`src/rtl/ccs_port_pkg.sv`:
```
// Shared helpers for the ccs_* stream port family.
package ccs_port_pkg;

  function automatic int ccs_clog2(input int n);
    int r;
    int v;
    r = 0;
    v = 1;
    while (v < n) begin
      v = v * 2;
      r = r + 1;
    end
    return r;
  endfunction

  // Wrap by explicit compare so non-power-of-two depths work.
  function automatic int ccs_ptr_inc(input int ptr, input int depth);
    return (ptr == depth - 1) ? 0 : ptr + 1;
  endfunction

endpackage

```
`src/rtl/ccs_fifo_ctrl.sv`:
```
// Pointer and occupancy bookkeeping for ccs_out_wait_fifo.
// Reset beats flush; flush discards any push or pop in the same cycle.
module ccs_fifo_ctrl
  import ccs_port_pkg::*;
#(
  parameter int depth = 2,
  localparam int aw = (depth > 1) ? ccs_clog2(depth) : 1,
  localparam int cw = ccs_clog2(depth + 1)
) (
  input  logic          clk,
  input  logic          rst,
  input  logic          clr_i,
  input  logic          push_req_i,
  input  logic          pop_req_i,
  output logic          push_o,
  output logic          pop_o,
  output logic [aw-1:0] wp_o,
  output logic [aw-1:0] rp_o,
  output logic [cw-1:0] count_o,
  output logic          irdy_o,
  output logic          vld_o
);

  localparam logic [cw-1:0] DepthC = cw'(depth);

  logic [aw-1:0] wp_q, wp_d;
  logic [aw-1:0] rp_q, rp_d;
  logic [cw-1:0] cnt_q, cnt_d;

  assign irdy_o  = (cnt_q != DepthC);
  assign vld_o   = (cnt_q != '0);
  assign push_o  = push_req_i && irdy_o && !clr_i && !rst;
  assign pop_o   = pop_req_i && vld_o && !clr_i && !rst;
  assign wp_o    = wp_q;
  assign rp_o    = rp_q;
  assign count_o = cnt_q;

  always_comb begin
    wp_d  = wp_q;
    rp_d  = rp_q;
    cnt_d = cnt_q;
    if (clr_i) begin
      wp_d  = '0;
      rp_d  = '0;
      cnt_d = '0;
    end else begin
      if (push_o) wp_d = aw'(ccs_ptr_inc(int'(wp_q), depth));
      if (pop_o)  rp_d = aw'(ccs_ptr_inc(int'(rp_q), depth));
      case ({push_o, pop_o})
        2'b10:   cnt_d = cnt_q + cw'(1);
        2'b01:   cnt_d = cnt_q - cw'(1);
        default: cnt_d = cnt_q;
      endcase
    end
  end

  always_ff @(posedge clk) begin
    if (rst) begin
      wp_q  <= '0;
      rp_q  <= '0;
      cnt_q <= '0;
    end else begin
      wp_q  <= wp_d;
      rp_q  <= rp_d;
      cnt_q <= cnt_d;
    end
  end

endmodule

```
`src/rtl/ccs_out_wait_fifo.sv`:
```
// First-word-fall-through output port FIFO between a PE core and its consumer.
// Storage and output mux live here; pointer/count control is in ccs_fifo_ctrl.
module ccs_out_wait_fifo
  import ccs_port_pkg::*;
#(
  parameter int rscid = 1,
  parameter int width = 8,
  parameter int depth = 2,
  localparam int cw = ccs_clog2(depth + 1)
) (
  input  logic             clk,
  input  logic             rst,
  input  logic [width-1:0] idat,
  input  logic             ivld,
  output logic             irdy,
  output logic [width-1:0] dat,
  output logic             vld,
  input  logic             rdy,
  input  logic             clr,
  output logic [cw-1:0]    sz
);

  localparam int aw = (depth > 1) ? ccs_clog2(depth) : 1;

  // rscid is tool bookkeeping only and produces no hardware.
  if (rscid < 0) begin : g_rscid_unused
  end

  logic             push, pop;
  logic [aw-1:0]    wp, rp;
  logic [width-1:0] mem_q [depth];
  logic [width-1:0] last_q;

  ccs_fifo_ctrl #(.depth(depth)) u_ctrl (
    .clk       (clk),
    .rst       (rst),
    .clr_i     (clr),
    .push_req_i(ivld),
    .pop_req_i (rdy),
    .push_o    (push),
    .pop_o     (pop),
    .wp_o      (wp),
    .rp_o      (rp),
    .count_o   (sz),
    .irdy_o    (irdy),
    .vld_o     (vld)
  );

  // last_q keeps dat on the most recently popped word while the FIFO is empty.
  always_ff @(posedge clk) begin
    if (rst) begin
      mem_q[0] <= '0;
      last_q   <= '0;
    end else begin
      if (push) mem_q[wp] <= idat;
      if (pop)  last_q    <= mem_q[rp];
    end
  end

  assign dat = vld ? mem_q[rp] : last_q;

endmodule

```
`config.mk`:
```
export PLATFORM = sky130hd
export DESIGN_NAME = ccs_out_wait_fifo
export DESIGN_NICKNAME = d
export VERILOG_FILES = /design/src/rtl/ccs_port_pkg.sv /design/src/rtl/ccs_fifo_ctrl.sv /design/src/rtl/ccs_out_wait_fifo.sv
export SDC_FILE = /design/constraint.sdc
export NUM_CORES = 1
export LEC_CHECK = 0
export ABC_AREA = 1
export CAP_MARGIN = 10
export CORE_UTILIZATION = 52
export CTS_CLUSTER_DIAMETER = 60
export CTS_CLUSTER_SIZE = 16
export DETAILED_ROUTE_END_ITERATION = 16
export PLACE_DENSITY = 0.79
export SETUP_SLACK_MARGIN = 0.05
export SLEW_MARGIN = 20
export SYNTH_ARGS = -nofsm -noshare
export SYNTH_HDL_FRONTEND = slang
export SYNTH_SLANG_ARGS = --single-unit
```
`constraint.sdc`:
```
create_clock -name clk -period 2.12 [get_ports clk]
set_clock_uncertainty 0.05 [all_clocks]
set_input_delay 0.424 -clock clk [delete_from_list [all_inputs] [get_ports clk]]
set_output_delay 0.424 -clock clk [all_outputs]
set_load 0.1 [all_outputs]
```
==> results.toml <==
[run_status]
status = "complete, no violations"

[final_layout]
fraction_of_layout_instances_using_a_drive_strength_above_1 = 0.224
insertedDiodeCount = 0
mostFrequentLayoutCell = "nand2_1"
layout_common_cells = "nand2_1, inv_1, nor2_1"
area_growth_syn_to_layout_pct = 39.2
finish.utilization = 0.794
fin_nets = 241
stdcell_count = 258

[timing]
grt_setup_unrepaired = "false"
timing.max_slew.rel_slack = 0.787
tightest_slew_ps = 316
setup_violations = 0
setup-tns-final_ps = 0
timing.final.hold_violations = 0
final_max_slew_viol_count = 0
fin_crit_ps = 1980
fmax_mhz = 506
period_share = 0.932

[yosys]
synth_top_family_by_area = "simple AND/OR/NAND/NOR gates"
ys_seq_elements = 29
synthesis.yosys.warnings = 0
synth_cell_type_count = 19
synth_nets = 205
synthAdderAreaFrac = 0.00855
postSynthCellCount = 191
share_of_cell_area_taken_by_muxes_after_synthesis = 0
synth-compound-area-share = 0.0547
simple_gate_fraction_of_synth_area = 0.274
post_synth_xor_area_fraction = 0
yosysSeqAreaShare = 0.506
synthesis.area_per_instance_um2 = 7.66
synth.cell_area_um2 = 1460

[clocking]
tritoncts_num_sinks = 29
cts_clk_pin_slew_worst_paths_ps = 100
cts_buffers = 5
cts_hold_repair.buffers = 0
tritoncts_clock_tree = "done"
clock_tree.root_cell = "clkbuf_4"
clock_latency_ps = 310
ctsHtreeMaxLevel = 2
maximum_clock_insertion_buffer_count = 2

[power_and_ir_drop]
switching_share = 0.223
cell_internal_pwr_w = 0.00102
netSwitchingPower_w = 0.000293
total_power_w = 0.00132
max-vdd-ir-drop_v = 0.000755
p_comb_frac = 0.113
sequentialPowerShare = 0.460
p_leak_nw = 0.959
portion_of_total_power_attributed_to_the_clock_network = 0.428
power.density_cell_area_nw_per_um2 = 646

[drt]
avgRoutedWirePerCell_um = 12.3
ant_nets = 0
drt-pass1-iter-count = 5
route.detailed.vias_per_inst = 4.77
drt_wl_total_um = 3180
drtIter0Drc = 34
drc = 0
vias = 1231

[worst_hold_path]
worst_hold_startpoint = "last_q[6]"
timing.hold.worst.class = "reg -> reg"
worst_hold_path.num_cells = 4

[setup_path]
worst_path_max_delay_cell = "dfxtp_4"
worst_setup_path_start_kind = "flop"
cp_cell_sequence = "clkinvlp_4, nand2_1, nand2_1, o21ai_2, buf_12"
critical_path.max_stage_delay_ps = 420
worst_ep_required_time_ps = 1650
endpoint_kind = "output pin"
worst-path-max-fanout = 8
worst_ep_arrival_time_ps = 1500
reg2reg_from = "u_ctrl.count_o[1]"
ff2ff_path_depth = 11
timing.setup.critical_path_class = "reg -> out"
critical-path-top-cell-by-count = "nand2_1"

[place]
dp.cells = 249
hpwlAfterDp_um = 2180
gp_routability_congestion = 0.782
port_buffers = 24

[global_route]
grt_remaining_overflow = 0
total_global_route_track_usage = 0.243
global_route_wire_length_before_repair_um = 4910
antenna_violations_before_repair = 0
vias_in_the_first_global_route = 1206
maximum_number_of_pins_on_one_net_before_global_route_repair = 20

[floorplan]
design.die.area_um2 = 3030
die_outline_height_um = 55.1
io_pins = 25
initial_core_util = 0.570
chip_width_um = 55.1
core_area_um2 = 2570
rows = 18

[flow_run]
timing.max_cap.violations = 0
## repair_timing
item	CTS	global route
pin swaps	0	1
buffers inserted	0	1
gates resized for setup	1	4
endpoints found under the setup margin	8	8
## path summary, 6_finish.rpt
path / end / slack (ps)
max: dat[2] / 140
min: last_q[6] / 460
max reg2reg: u_ctrl.count_o[1] / 430
min reg2reg: last_q[6] / 460
## per-layer routing
layer  global-route usage  routed length (µm)
met5                    0                   0
met1                0.254                1300
met3               0.0929                 175
met4               0.0875                  50
met2                0.438                1650
## metrics by stage
step                      hold WS, ps  instance area (µm²)  worst slack, ps
after floorplan                   433                 1520             -130
after global placement            445                 1910              126
after detailed placement          445                 1910             68.9
after CTS                         465                 2020             72.2
after global routing              501                 2040             51.4
final                             465                 2040              144
## Yosys cell counts (all sizes together)
master  count  share of area
nand2      57           0.15
inv        51           0.13
nor2       23          0.084
edfxtp     16           0.33
dfxtp      13           0.18
o21ai      12          0.041
nand3      10          0.038
buf         4          0.023
a21boi      2          0.010
a21oi       1         0.0034
clkinv      1         0.0026
ha          1         0.0085
## power groups by stage
stage | logic (W) | registers [W] | clock network [W]
after detailed placement | 0.000145 | 0.000619 | 0
after floorplan | 0.0000827 | 0.000622 | 0
after global routing | 0.000161 | 0.000607 | 0.000603
after global placement | 0.000142 | 0.000619 | 0
final | 0.000148 | 0.000605 | 0.000563
after CTS | 0.000146 | 0.000607 | 0.000575
## critical path: cells and delay by family, from the launching register on
kind                   cells  cell delay, ps
and+or+nand+nor            2             200
buffers and inverters      2             370
DFF                        1             420
AOI/OAI and AO/OA          1             180
## cell families after synthesis
group	count (synthesis)
adders and majority gates	1
AOI/OAI and AO/OA	15
and+or+nand+nor	90
buffers and inverters	56
DFF	29
## flip-flops by register name (all words and copies together) (netlist names), named ones only
| signal | cells |
|---|---|
| u_ctrl.rp_o | 1 |
| u_ctrl.count_o | 2 |
| last_q | 8 |
| mem_q | 16 |
| u_ctrl.wp_o | 1 |
## layout make-up
cell class,instances,area [µm²]
clock buffers,5,37.5
clock inverters,3,65.1
fillers,177,529
inverters,52,203
multi-input cells,106,539
flip-flops and latches,29,749
well taps,30,37.5
repair buffers,33,407
Power figures use the tool's default switching activity.
